## src/rtl/rnn_pkg.sv

```systemverilog
// rtl/rnn_pkg.sv - register map and state encoding for the RNN accelerator sequencer
package rnn_pkg;

    localparam logic [31:0] ADDR_START  = 32'd0;
    localparam logic [31:0] ADDR_INPUT  = 32'd1;
    localparam logic [31:0] ADDR_W0     = 32'd2;
    localparam logic [31:0] ADDR_W1     = 32'd3;
    localparam logic [31:0] ADDR_RBIAS  = 32'd4;
    localparam logic [31:0] ADDR_DENSE  = 32'd5;
    localparam logic [31:0] ADDR_DBIAS  = 32'd6;
    localparam logic [31:0] ADDR_RESULT = 32'd7;

    // Select field of an input-vector write: which element of the pair is loaded
    localparam logic [7:0] SEL_E0 = 8'h00;
    localparam logic [7:0] SEL_E1 = 8'h01;

    typedef enum logic [3:0] {
        IDLE,
        WR_I0,
        WR_I1,
        START,
        WAIT,
        DENSE,
        POLL,
        READ,
        OUT
    } state_t;

endpackage

```

## src/rtl/rnn_sequencer_if.sv

```systemverilog
// rtl/rnn_sequencer_if.sv - sample stream, slave bus and result handshake of the sequencer
interface rnn_sequencer_if;

    logic        in_valid;
    logic        in_ready;
    logic [31:0] in_data;
    logic        in_last;

    logic        m_read;
    logic        m_write;
    logic [31:0] m_addr;
    logic [31:0] m_wdata;
    logic [31:0] m_rdata;

    logic        res_valid;
    logic        res_ready;
    logic [15:0] res_data;

    modport master (
        input  in_valid, in_data, in_last,
        output in_ready,
        output m_read, m_write, m_addr, m_wdata,
        input  m_rdata,
        output res_valid, res_data,
        input  res_ready
    );

    modport slave (
        output in_valid, in_data, in_last,
        input  in_ready,
        input  m_read, m_write, m_addr, m_wdata,
        output m_rdata,
        input  res_valid, res_data,
        output res_ready
    );

endinterface

```

## src/rtl/rnn_sequencer.sv

```systemverilog
// rtl/rnn_sequencer.sv - bus master that steps the RNN accelerator per sample and fetches the dense result
module rnn_sequencer
    import rnn_pkg::*;
#(
    parameter int STEP_WAIT  = 64,
    parameter int POLL_LIMIT = 1024
) (
    input  logic             clk,
    input  logic             rst_n,
    rnn_sequencer_if.master  bus,
    output logic             busy,
    output logic             timeout
);

    localparam int          PW        = (POLL_LIMIT > 1) ? $clog2(POLL_LIMIT) : 1;
    localparam logic [15:0] WAIT_LOAD = 16'(STEP_WAIT - 1);
    localparam logic [PW-1:0] POLL_LAST = PW'(POLL_LIMIT - 1);

    state_t        r_state;
    logic [31:0]   r_data;
    logic          r_last;
    logic [15:0]   r_wait_cnt;
    logic [PW-1:0] r_poll_cnt;
    logic          r_in_ready;
    logic          r_m_read;
    logic          r_m_write;
    logic [31:0]   r_m_addr;
    logic [31:0]   r_m_wdata;
    logic          r_res_valid;
    logic [15:0]   r_res_data;
    logic          r_busy;
    logic          r_timeout;

    // Sequencer FSM; every transition also loads the strobes/flags of the state being entered,
    // so a state's bus access appears in the cycle it is first occupied.
    always_ff @(posedge clk) begin
        if (!rst_n) begin
            r_state     <= IDLE;
            r_data      <= '0;
            r_last      <= 1'b0;
            r_wait_cnt  <= '0;
            r_poll_cnt  <= '0;
            r_in_ready  <= 1'b0;
            r_m_read    <= 1'b0;
            r_m_write   <= 1'b0;
            r_m_addr    <= '0;
            r_m_wdata   <= '0;
            r_res_valid <= 1'b0;
            r_res_data  <= '0;
            r_busy      <= 1'b0;
            r_timeout   <= 1'b0;
        end else begin
            r_m_read  <= 1'b0;
            r_m_write <= 1'b0;
            r_m_addr  <= '0;
            r_m_wdata <= '0;
            r_timeout <= 1'b0;
            case (r_state)
                IDLE: begin
                    if (bus.in_valid && r_in_ready) begin
                        r_data     <= bus.in_data;
                        r_last     <= bus.in_last;
                        r_in_ready <= 1'b0;
                        r_busy     <= 1'b1;
                        r_m_write  <= 1'b1;
                        r_m_addr   <= ADDR_INPUT;
                        r_m_wdata  <= {8'h00, SEL_E0, bus.in_data[15:0]};
                        r_state    <= WR_I0;
                    end else begin
                        r_in_ready <= 1'b1;
                    end
                end
                WR_I0: begin
                    r_m_write <= 1'b1;
                    r_m_addr  <= ADDR_INPUT;
                    r_m_wdata <= {8'h00, SEL_E1, r_data[31:16]};
                    r_state   <= WR_I1;
                end
                WR_I1: begin
                    r_m_write <= 1'b1;
                    r_m_addr  <= ADDR_START;
                    r_state   <= START;
                end
                START: begin
                    r_wait_cnt <= WAIT_LOAD;
                    r_state    <= WAIT;
                end
                WAIT: begin
                    if (r_wait_cnt == '0) begin
                        if (r_last) begin
                            // Dense layer is kicked by a write to the result register
                            r_m_write <= 1'b1;
                            r_m_addr  <= ADDR_RESULT;
                            r_state   <= DENSE;
                        end else begin
                            r_in_ready <= 1'b1;
                            r_busy     <= 1'b0;
                            r_state    <= IDLE;
                        end
                    end else begin
                        r_wait_cnt <= r_wait_cnt - 16'd1;
                    end
                end
                DENSE: begin
                    r_poll_cnt <= '0;
                    r_m_read   <= 1'b1;
                    r_m_addr   <= ADDR_START;
                    r_state    <= POLL;
                end
                POLL: begin
                    if (bus.m_rdata[0]) begin
                        r_m_read <= 1'b1;
                        r_m_addr <= ADDR_RESULT;
                        r_state  <= READ;
                    end else if (r_poll_cnt == POLL_LAST) begin
                        r_timeout  <= 1'b1;
                        r_in_ready <= 1'b1;
                        r_busy     <= 1'b0;
                        r_state    <= IDLE;
                    end else begin
                        r_poll_cnt <= r_poll_cnt + 1'b1;
                        r_m_read   <= 1'b1;
                        r_m_addr   <= ADDR_START;
                    end
                end
                READ: begin
                    r_res_data  <= bus.m_rdata[15:0];
                    r_res_valid <= 1'b1;
                    r_state     <= OUT;
                end
                OUT: begin
                    if (bus.res_ready) begin
                        r_res_valid <= 1'b0;
                        r_in_ready  <= 1'b1;
                        r_busy      <= 1'b0;
                        r_state     <= IDLE;
                    end
                end
                default: begin
                    r_busy  <= 1'b0;
                    r_state <= IDLE;
                end
            endcase
        end
    end

    assign bus.in_ready  = r_in_ready;
    assign bus.m_read    = r_m_read;
    assign bus.m_write   = r_m_write;
    assign bus.m_addr    = r_m_addr;
    assign bus.m_wdata   = r_m_wdata;
    assign bus.res_valid = r_res_valid;
    assign bus.res_data  = r_res_data;
    assign busy          = r_busy;
    assign timeout       = r_timeout;

endmodule

```

## src/flat_wrapper.sv

```systemverilog
// flat-port wrapper written by rule: the top's interface ports become plain ports
module rnn_sequencer_flat import rnn_pkg::*;
#(
    parameter int STEP_WAIT  = 64,
    parameter int POLL_LIMIT = 1024
)
  (clk, rst_n, busy, timeout, bus_in_valid, bus_in_data, bus_in_last, bus_in_ready, bus_m_read, bus_m_write, bus_m_addr, bus_m_wdata, bus_m_rdata, bus_res_valid, bus_res_data, bus_res_ready);
  rnn_sequencer_if bus_i ();
  input  logic clk;
  input  logic rst_n;
  output logic busy;
  output logic timeout;
  input wire logic [$bits(bus_i.in_valid)-1:0] bus_in_valid;
  input wire logic [$bits(bus_i.in_data)-1:0] bus_in_data;
  input wire logic [$bits(bus_i.in_last)-1:0] bus_in_last;
  output wire logic [$bits(bus_i.in_ready)-1:0] bus_in_ready;
  output wire logic [$bits(bus_i.m_read)-1:0] bus_m_read;
  output wire logic [$bits(bus_i.m_write)-1:0] bus_m_write;
  output wire logic [$bits(bus_i.m_addr)-1:0] bus_m_addr;
  output wire logic [$bits(bus_i.m_wdata)-1:0] bus_m_wdata;
  input wire logic [$bits(bus_i.m_rdata)-1:0] bus_m_rdata;
  output wire logic [$bits(bus_i.res_valid)-1:0] bus_res_valid;
  output wire logic [$bits(bus_i.res_data)-1:0] bus_res_data;
  input wire logic [$bits(bus_i.res_ready)-1:0] bus_res_ready;
  assign bus_i.in_valid = bus_in_valid;
  assign bus_i.in_data = bus_in_data;
  assign bus_i.in_last = bus_in_last;
  assign bus_in_ready = bus_i.in_ready;
  assign bus_m_read = bus_i.m_read;
  assign bus_m_write = bus_i.m_write;
  assign bus_m_addr = bus_i.m_addr;
  assign bus_m_wdata = bus_i.m_wdata;
  assign bus_i.m_rdata = bus_m_rdata;
  assign bus_res_valid = bus_i.res_valid;
  assign bus_res_data = bus_i.res_data;
  assign bus_i.res_ready = bus_res_ready;
  rnn_sequencer #(.STEP_WAIT(STEP_WAIT), .POLL_LIMIT(POLL_LIMIT)) u_core (.clk(clk), .rst_n(rst_n), .bus(bus_i), .busy(busy), .timeout(timeout));
endmodule
```

## config.mk

```make
export PLATFORM = sky130hd
export DESIGN_NAME = rnn_sequencer_flat
export DESIGN_NICKNAME = d
export VERILOG_FILES = /design/src/rtl/rnn_pkg.sv /design/src/rtl/rnn_sequencer_if.sv /design/src/rtl/rnn_sequencer.sv /design/src/flat_wrapper.sv
export SDC_FILE = /design/constraint.sdc
export NUM_CORES = 1
export LEC_CHECK = 0
export BUFFER_PORTS_ARGS = -buffer_cell sky130_fd_sc_hd__buf_2
export CORE_MARGIN = 2
export CORE_UTILIZATION = 44
export DETAILED_ROUTE_END_ITERATION = 12
export PLACE_DENSITY = 0.76
export SETUP_SLACK_MARGIN = 0.4
export SLEW_MARGIN = 30
export SYNTH_ARGS = -nofsm -noshare
export SYNTH_HDL_FRONTEND = slang
export SYNTH_SLANG_ARGS = --single-unit
```

## constraint.sdc

```tcl
create_clock -name clk -period 1.85 [get_ports clk]
set_input_delay 0.0925 -clock clk [delete_from_list [all_inputs] [get_ports clk]]
set_output_delay 0.0925 -clock clk [all_outputs]
set_load 0.05 [all_outputs]
```

# After elaboration in Yosys (flattened, before gate mapping)
# Cells that the tools add are included.
[word_totals] ff_bits=149 input_bits=69 out_inout_bits=86 wordCells=96
[classes] addsub=2 eq_ne=18 mux=42 bitwise_logic=3 reduce_logical=17
[ops] operator="32-bit one-hot mux with 4 select lines" count=1
[ops] operator="32-bit one-hot mux with 2 select lines" count=1
[ops] operator="4-bit one-hot mux with 9 select lines" count=1
[ops] operator="16-bit 2-to-1 mux" count=2
[ops] operator="32-bit 2-to-1 mux" count=1
[ops] operator="16-bit one-hot mux with 2 select lines" count=1
[ops] operator="10-bit 2-to-1 mux" count=2
[ops] operator="4-bit 2-to-1 mux" count=5
[ops] operator="10-bit one-hot mux with 2 select lines" count=1
[ops] operator="1-bit 2-to-1 mux" count=19
[ops] operator="4-bit by 3-bit == test with 1-bit output (second input constant)" count=4
[ops] operator="16-bit logical NOT" count=1
[ops] operator="16-bit by 1-bit subtractor with 16-bit output (second input constant)" count=1
[ops] operator="10-bit by 1-bit adder with 10-bit output (second input constant)" count=1
[ops] operator="10-bit == test (second input constant)" count=1
[ops] operator="2-bit inequality test (second input constant)" count=5
[ops] operator="3-bit 2-to-1 mux" count=3
[ops] operator="4-bit by 2-bit == test with 1-bit output (second input constant)" count=2
[ops] operator="7-bit AND reduction" count=1
[ops] operator="2-bit by 1-bit inequality test with 1-bit output (second input constant)" count=3
[ops] operator="2-bit AND reduction" count=3
[ops] operator="6-bit AND reduction" count=1
[ops] operator="2-bit nonzero test" count=3
[ops] operator="1-bit one-hot mux with 5 select lines" count=1
[ops] operator="other kinds (15)" count=18

# Longest topological paths before layout
# Gate-level depths: netlist of the first run.
[logic_depth] ltp_word=4 ltp_mapped=7 depth_no_buf=6

# Worst setup path before layout of the first run
# No wires, ideal clock.
[synth_timing] kind="register to register" from="register u_core.r_wait_cnt[8]" to="register u_core.r_state[2]" setup_ns=0.125 arrival_time_ns=1.855 required_time_ns=1.725 path_slack_ns=-0.130 stages_incl_launch_ff=6 n_path_buf=1 period_less_slack_ns=1.980 path_cell_list="dfxtp_1 > or4_1 > buf_2 > nor4_4 > a21oi_2 > o41a_1"
[synth_between] elab_chain_len=3
[synth_rtl] item="from (decl)" line="rnn_sequencer.sv:22" source="logic [15:0] r_wait_cnt;"
[synth_rtl] item="from (signal assigned)" line="rnn_sequencer.sv:101" source="r_wait_cnt <= r_wait_cnt - 16'd1;"
[synth_rtl] item="16-bit logical NOT" line="rnn_sequencer.sv:89" source="if (r_wait_cnt == '0) begin"
[synth_rtl] item="2-bit by 1-bit inequality test with 1-bit output (no source line)"
[synth_rtl] item="4-bit AND reduction (no source line)"
[synth_rtl] item="to (signal assigned)" line="rnn_sequencer.sv:86" source="r_state <= WAIT;"
[synth_rtl] item="to (signal assigned)" line="rnn_sequencer.sv:94" source="r_state <= DENSE;"
[synth_rtl] item="to (signal assigned)" line="rnn_sequencer.sv:98" source="r_state <= IDLE;"
[synth_rtl] item="to (decl)" line="rnn_sequencer.sv:19" source="state_t r_state;"
# Every way passes these cells.
# A chain may end at the register's enable or synchronous reset.

# Worst setup path after layout of the first run
[layout_timing] from="register u_core.r_state[3]" to="register u_core.r_m_wdata[6], in the netlist u_core.bus.m_wdata[6]"
[layout_between] elab_chain_len=2 word_cells_on_any_way=3 classes_between="eq/ne: 1; mux: 1; reduce/logical: 1"
[layout_rtl] item="from (signal assigned)" line="rnn_sequencer.sv:38" source="r_state <= IDLE;"
[layout_rtl] item="from (signal assigned)" line="rnn_sequencer.sv:68" source="r_state <= WR_I0;"
[layout_rtl] item="from (signal assigned)" line="rnn_sequencer.sv:77" source="r_state <= WR_I1;"
[layout_rtl] item="4-bit by 1-bit == test with 1-bit output / 4-bit logical NOT (equally long branches)" line="rnn_sequencer.sv:58" source="case (r_state)"
[layout_rtl] item="32-bit one-hot mux with 2 select lines (*)" line="rnn_sequencer.sv:58"
[layout_rtl] item="to (signal assigned)" line="rnn_sequencer.sv:67" source="r_m_wdata <= {8'h00, SEL_E0, bus.in_data[15:0]};"
[layout_rtl] item="to (signal assigned)" line="rnn_sequencer.sv:76" source="r_m_wdata <= {8'h00, SEL_E1, r_data[31:16]};"
[layout_rtl] item="to (decl)" line="rnn_sequencer.sv:28" source="logic [31:0] r_m_wdata;"
# Mark *: on every way between the ends. The rest lies on a longest branch, timed or not.

==> results.md, run 1 <==
- HPWL after DPL: 6.93 mm
- Leak: 2.91 nW
- Core ar.: just over 9000 sq um
- Yosys top cell by area: dfxtp_1
- P_int: 3.72 mW
- Reg clk slew, reported paths: 0.11 ns
- Number of vias per cell: 5.99
- Longest Clk Path Bufs: 2
- Port Buffer Count: 94
- Worst skew pair latency: 0.37 ns
- Ports: 155
- Critical path class: flip-flop to flip-flop
- Root Driver: clkbuf_8
- DR pass1 iterations: 5
- GRT Resource Usage Total: 0.256
- Worst path arrival time: 2.27 ns
- Prevailing post-synth register cell: dfxtp_1
- RePlAce Congestion: 0.870
- Largest net degree at the start of global routing: 28
- Power share of the sequential group: 0.347
- Min setup slack post-route: -0.176 ns
- Final hold violations: 0
- Crit-path max FO: 8
- Sw Ratio: 0.418
- Setup TNS: -1.78 ns
- First-pass GRT wire length: 20.9 mm
- Initial DRC count: 399
- CTS tree: yes
- Die area: between 10000 and 15000 sq um
- Net Sw Power: 2.67 mW
- Failing checks: setup timing
- Synth warn: 0
- Area Growth Syn to Fin: 66.5%
- Top cells by area, synth: dfxtp_1 43%, buf_4 8.3%, nand2_1 7.9%
- Class of the worst hold path: primary input to flip-flop
- CTS Sinks: between 80 and 90
- CTS Buf Count: 9
- Most common cell after layout, fill and taps aside: buf_2
- Commonest cells after routing, fill and taps aside: 94 x buf_2, 77 x dfxtp_1, 48 x dlygate4sd3_1, 44 x conb_1, 43 x a21oi_2
- Initial antenna violation count: 0
- Die width: ~100 um
- Avg WL per Cell: 21.0 um
- FF+latch count, synth: 88
- Outcome: finished, violations left
- RSZ-0062 raised after global routing: true
- Minimum clock period: 2.03 ns
- Routed via count: between 4k and 5k
- CP Capture Type: flip-flop
- Mean Syn Cell Area: between 8 and 9 sq um
- Power per standard cell area: 938 nW/um^2
- Maximum clock rate: 494 MHz
- Netlist Area Pre-Place: 4090 sq um
- Fin nets: 770
- FP Rows: 35
- Final slew viol count: 0
- Layout cell share with drive strength beyond 1: 0.519
- Rel. slew slack: 0.587
- Req. time, crit path: 2.09 ns
- VDD IR max: 0.000523 V
- Post-synth top area share: 0.430
- Final Skew: 0.0152 ns
- Worst slew pin tran: 0.619 ns
- Gate power share: 0.452
- Startpoint Class: flip-flop
- Ant diodes: 0
- Unique masters post-synth: 61
- # DRC: 0
- Initial core utilization: 0.447
- Vias in the first global route: 4369
- Clock share of power: 0.201
- # fillers: slightly above 500
- Total grt overflow: 0
- Fin crit share: 1.09
- Final wirelength: ~17 mm
- Max H-tree Level: 3
- Register area share after synthesis: 0.430
- Routed Antenna Nets: 0
- Count of final setup violators: 21
- Syn Inst Count: 499
- Post-synth ARST share: 0
- Core Util, Final: 0.745
- Post-synth EDFFs: 0
- Number of max-cap violations: 0
- Die height: 100 um
## sequential cells by signal, indices dropped and copies added (netlist names), 2 cells and up
register             cells
u_core.r_state           4
u_core.r_data           16
u_core.bus.m_addr        2
u_core.bus.m_wdata      17
u_core.bus.res_data     16
u_core.r_poll_cnt       10
u_core.r_wait_cnt       16
## worst max-delay path: stages, from the launching register on
cell and delay [ns]:
dfxtp_4 0.38, buf_6 0.13, or4_4 0.58, nor2_4 0.13, buf_6 0.15, clkbuf_16 0.17
a22oi_2 0.06, nor2_1 0.29
## cells in the mapped netlist (all sizes together) (5+ instances only)
master   n
dfxtp   88
nand2   86
a21oi   55
buf     49
nor2    37
clkbuf  26
a22oi   16
nand3   14
a211oi   9
or2      9
or4      9
nor4     8
o21ai    8
and3     7
inv      7
or3      7
a31oi    5
mux2i    5
o31ai    5
## final timing paths
path | endpoint | cells past startpoint | slack [ns] | from
setup / recovery | u_core.bus.m_wdata[6]$_SDFF_PN0_ | 7 | -0.18 | u_core.r_state[3]$_SDFFE_PN0P_
hold / removal | u_core.bus.m_wdata[14]$_SDFF_PN0_ | 3 | 0.07 | bus_in_data[14]
setup reg to reg | u_core.bus.m_wdata[6]$_SDFF_PN0_ | 7 | -0.18 | u_core.r_state[3]$_SDFFE_PN0P_
hold reg to reg | u_core.bus.res_data[14]$_SDFFE_PN0P_ | 2 | 0.48 | u_core.bus.res_data[14]$_SDFFE_PN0P_
## final cells by class
cell class,count,area [sq um],share of cell area
Clock buffer,9,124,0.0182
Multi-Input combinational cell,373,2930,0.430
Timing Repair Buffer,218,1760,0.258
Tap cell,111,139,0.0204
Sequential cell,88,1780,0.261
Inverter,8,30.0,0.00440
Clock inverter,7,52.6,0.00771
## routing by layer
| layer | wire length [um] | global-route usage | share of wire | vias to the layer above |
|---|---|---|---|---|
| met5 | 0 | 0 | 0 | - |
| met3 | 1330 | 0.0326 | 0.078 | 125 |
| li1 | - | - | - | 2082 |
| met1 | 6280 | 0.290 | 0.37 | 2301 |
| met4 | 1130 | 0.106 | 0.066 | 0 |
| met2 | 8370 | 0.483 | 0.49 | 368 |
## power groups by stage
| stage | Sequential, mW | Clock, mW | Combinational (mW) |
|---|---|---|---|
| global route | 2.23 | 1.34 | 3.00 |
| global placement | 2.20 | 0 | 1.67 |
| detailed placement | 2.20 | 0 | 1.69 |
| CTS | 2.18 | 1.24 | 2.30 |
| finish | 2.22 | 1.29 | 2.89 |
| floorplan | 2.46 | 0 | 1.10 |
## metrics by stage
stage | setup WS (ns) | power, mW | area [sq um] | std cells | hold slack (ns)
4_1_cts | -0.0237 | 5.72 | 6080 | 801 | 0.0208
5_1_grt | -0.238 | 6.56 | 6820 | 814 | 0.0641
3_3_place_gp | -0.109 | 3.87 | 4820 | 713 | 0.295
6_report | -0.176 | 6.40 | 6820 | 814 | 0.0726
3_5_place_dp | -0.102 | 3.89 | 4820 | 713 | 0.298
2_1_floorplan | -0.0172 | 3.57 | 4420 | 542 | 0.189
## timing repair
action	in CTS	in global routing
pin swaps	26	71
resized for setup	100	137
hold buffers	48	0
setup endpoints to repair	82	82
endpoints found under the hold margin	48	0
buffers inserted	19	9
gates cloned	5	4
## cells by family (layout without fill, tap and decap cells)
logic type | after synthesis | in the layout | synth area share
DFF | 88 | 88 | 0.430
AOI/OAI and AO/OA | 120 | 120 | 0.186
buffers and inverters | 83 | 242 | 0.118
adders and majority gates | 3 | 3 | 0.00917
other | 1 | 44 | 0.000916
and+or+nand+nor | 199 | 201 | 0.243
muxes | 5 | 5 | 0.0122
No activity file was read; power rests on OpenSTA's default activity.
==> run 2, diff against run 1 <==
--- a/config.mk
+++ b/config.mk
@@ -5,11 +5,10 @@
 export SDC_FILE = /design/constraint.sdc
 export NUM_CORES = 1
 export LEC_CHECK = 0
-export BUFFER_PORTS_ARGS = -buffer_cell sky130_fd_sc_hd__buf_2
 export CORE_MARGIN = 2
-export CORE_UTILIZATION = 44
+export CORE_UTILIZATION = 45
 export DETAILED_ROUTE_END_ITERATION = 12
-export PLACE_DENSITY = 0.76
+export DONT_BUFFER_PORTS = 1
 export SETUP_SLACK_MARGIN = 0.4
 export SLEW_MARGIN = 30
 export SYNTH_ARGS = -nofsm -noshare
==> run 2 against run 1 <==
The run ends with hold timing, setup timing left. Sequential power up 9.5%. Hold slack got worse by 0.23 ns. Core utilization is 0.92 points higher. Sequential share of layout area is 0.92 points higher. Non-clock buffer count down 76. Clock power increased by 16%. Final area decreased by 3.1%. Global-route usage decreased by 1.2 points. Critical path type unchanged. Critical endpoint is now u_core.bus.m_addr[0]$_SDFF_PN0_. Largest cell class unchanged.
==> results.md, run 2 (synthesis gave the netlist of run 1 again) <==
- # DRC: 0 (unchanged)
- RePlAce Congestion: 0.771 (was 0.870)
- Port Buffer Count: 0 (was 94)
- Max FFs per register: 17 (unchanged)
- Non-Filler Instances: 734 (was 814)
- FP Rows: 34 (was 35)
- Startpoint Class: flip-flop (unchanged)
- Power per standard cell area: 980 nW/um^2 (was 938 nW/um^2)
- Rel. slew slack: 0.606 (was 0.587)
- Failing checks: hold timing, setup timing (was setup timing)
- RSZ-0062 raised after global routing: true (unchanged)
- Longest Clk Path Bufs: 2 (unchanged)
- Initial DRC count: 167 (was 399)
- Fin area: 6610 sq um (was 6820 sq um)
- Post-CTS Hold Buffers: 53 (was 48)
- Outcome: finished, violations left (unchanged)
- Fin crit share: 1.03 (was 1.09)
- CP Capture Type: flip-flop (unchanged)
- Routed Antenna Nets: 0 (unchanged)
- Cell total after placement: 626 (was 713)
- Ports: 155 (unchanged)
- Top delay family on crit path: simple AND/OR/NAND/NOR gates (unchanged)
- Ant diodes: 0 (unchanged)
- Worst skew pair latency: 0.37 ns (about the same)
- DR pass1 iterations: 4 (was 5)
- Class of the worst hold path: primary input to flip-flop (unchanged)
- Commonest cells after routing, fill and taps aside: 74 x dfxtp_1, 53 x dlygate4sd3_1, 51 x buf_4, 44 x conb_1, 43 x a21oi_2 (was 94 x buf_2, 77 x dfxtp_1, 48 x dlygate4sd3_1, 44 x conb_1, 43 x a21oi_2)
- Final Skew: 0.0171 ns (was 0.0152 ns)
- Avg WL per Cell: 19.4 um (was 21.0 um)
- Routed via count: 4180 (was 4876)
- Die height: 99.4 um (was 100 um)
- Die width: 99.4 um (was 100 um)
- Most common cell after layout, fill and taps aside: dfxtp_1 (was buf_2)
- CTS Buf Count: 9 (unchanged)
- Core ar.: 8760 sq um (was 9150 sq um)
- Root Driver: clkbuf_8 (unchanged)
- Final slew viol count: 0 (unchanged)
- Register-to-register setup slack: -0.05 ns (was -0.18 ns)
- Layer carrying the most global-route usage: met2 (unchanged)
- Worst-path cell chain: or4_4, nor4_4, buf_4, nand4_1, a31oi_1 (was buf_6, or4_4, nor2_4, buf_6, clkbuf_16, a22oi_2, nor2_1)
- Die area: 9880 sq um (was 10100 sq um)
- FF/Latch Area: 1790 sq um (was 1780 sq um)
- CTS tree: yes (unchanged)
- Area Growth Syn to Fin: 61.4% (was 66.5%)
- Crit-path max FO: 4 (was 8)
- Total grt overflow: 0 (unchanged)
- Final wirelength: 14.3 mm (was 17.1 mm)
- Critical path class: flip-flop to flip-flop (unchanged)
- Vias in the first global route: 3949 (was 4369)
- Initial core utilization: 0.467 (was 0.447)
- HPWL after DPL: 6.79 mm (was 6.93 mm)
- Maximum clock rate: 526 MHz (was 494 MHz)
- Number of max-cap violations: 0 (unchanged)
- Req. time, crit path: 2.14 ns (was 2.09 ns)
- Largest net degree at the start of global routing: 34 (was 28)
- Worst path slowest cell: or4_4 (unchanged)
- VDD IR max: 0.000456 V (was 0.000523 V)
- Final hold violations: 11 (was 0)
- Number of vias per cell: 5.69 (was 5.99)
- Core Util, Final: 0.754 (was 0.745)
- Worst slew pin tran: 0.590 ns (was 0.619 ns)
- Reg clk slew, reported paths: 0.09 ns (was 0.11 ns)
- CTS Sinks: 88 (unchanged)
- Fin nets: 694 (was 770)
- Initial antenna violation count: 0 (unchanged)
- Met2 global-route usage: 0.436 (was 0.483)
- Max H-tree Level: 3 (unchanged)
- Met1 Usage GRT: 0.298 (was 0.290)
- Minimum clock period: 1.90 ns (was 2.03 ns)
- Max stage delay on crit path: 0.57 ns (was 0.58 ns)
- # fillers: 542 (was 514)
- Footprint of the multi-input gates: 2950 sq um (was 2930 sq um)
- Layout cell share with drive strength beyond 1: 0.454 (was 0.519)
- Met3 usage: 0.0394 (was 0.0326)
- Worst path arrival time: 2.19 ns (was 2.27 ns)
- GRT Resource Usage Total: 0.245 (was 0.256)
- Count of final setup violators: 12 (was 21)
- Leak: 2.61 nW (was 2.91 nW)
- Final hold slack: -0.162 ns (was 0.0726 ns)
- First-pass GRT wire length: 19.5 mm (was 20.9 mm)
- DP Area: 4450 sq um (was 4820 sq um)
- Number of buffers and inverters on the critical path: 1 (was 3)
- Min setup slack post-route: -0.0525 ns (was -0.176 ns)
==> run 2: changes by cell type in the layout (fill, tap and decap cells not counted), moves of 4 or more <==
cell           previous run  this run
buf_4                    40        51
dlygate4sd3_1            48        53
buf_2                    94         0
buf_12                    2         6
buf_6                    28        24
nand2_4                  31        38
nand2_2                  15         8
==> run 2: where the power goes <==
part | internal, mW | switching (mW)
sequential | 2.07 | 0.360
clock | 0.763 | 0.734
combinational | 1.13 | 1.42
==> run 2: layout make-up <==
type                            count  share of cell area
Clock inverter                      6              0.0138
Inverter                            8             0.00454
Timing Repair Buffer              142               0.226
Multi-Input combinational cell    373               0.446
Sequential cell                    88               0.270
Tap cell                          108              0.0204
Clock buffer                        9              0.0187
==> run 2: worst paths after layout <==
check | endpoint | from | depth (start not counted)
worst max-delay path | u_core.bus.m_addr[0]$_SDFF_PN0_ | u_core.r_wait_cnt[11]$_SDFFE_PN0P_ | 5
worst min-delay path | u_core.r_poll_cnt[4]$_SDFFE_PN0P_ | rst_n | 2
worst max register to register | u_core.bus.m_addr[0]$_SDFF_PN0_ | u_core.r_wait_cnt[11]$_SDFFE_PN0P_ | 5
worst min register to register | u_core.bus.res_data[9]$_SDFFE_PN0P_ | u_core.bus.res_data[9]$_SDFFE_PN0P_ | 2
==> run 2: repair_timing <==
item	4_1_cts	5_1_grt
setup buffers	24	7
cloned	7	2
pin swaps	58	47
resized for setup	118	130
endpoints found under the setup margin	83	85
hold endpoints to repair	66	11
==> run 2: layer usage <==
layer  routed length, um  up-vias
li1                    -     1935
met1                5490     2050
met2                7550      158
met3                 766       37
met4                 457        0
met5                   0        -
==> run 2: through the flow <==
step / setup WS, ns / power, mW / TNS (ns)
final: -0.0525 / 6.48 / -0.284
after floorplan: -0.0172 / 3.57 / -0.0334
after detailed placement: -0.116 / 3.82 / -0.753
after CTS: -0.0264 / 6.05 / -0.148
after global placement: -0.0836 / 3.80 / -0.366
after global routing: -0.100 / 6.69 / -1.00
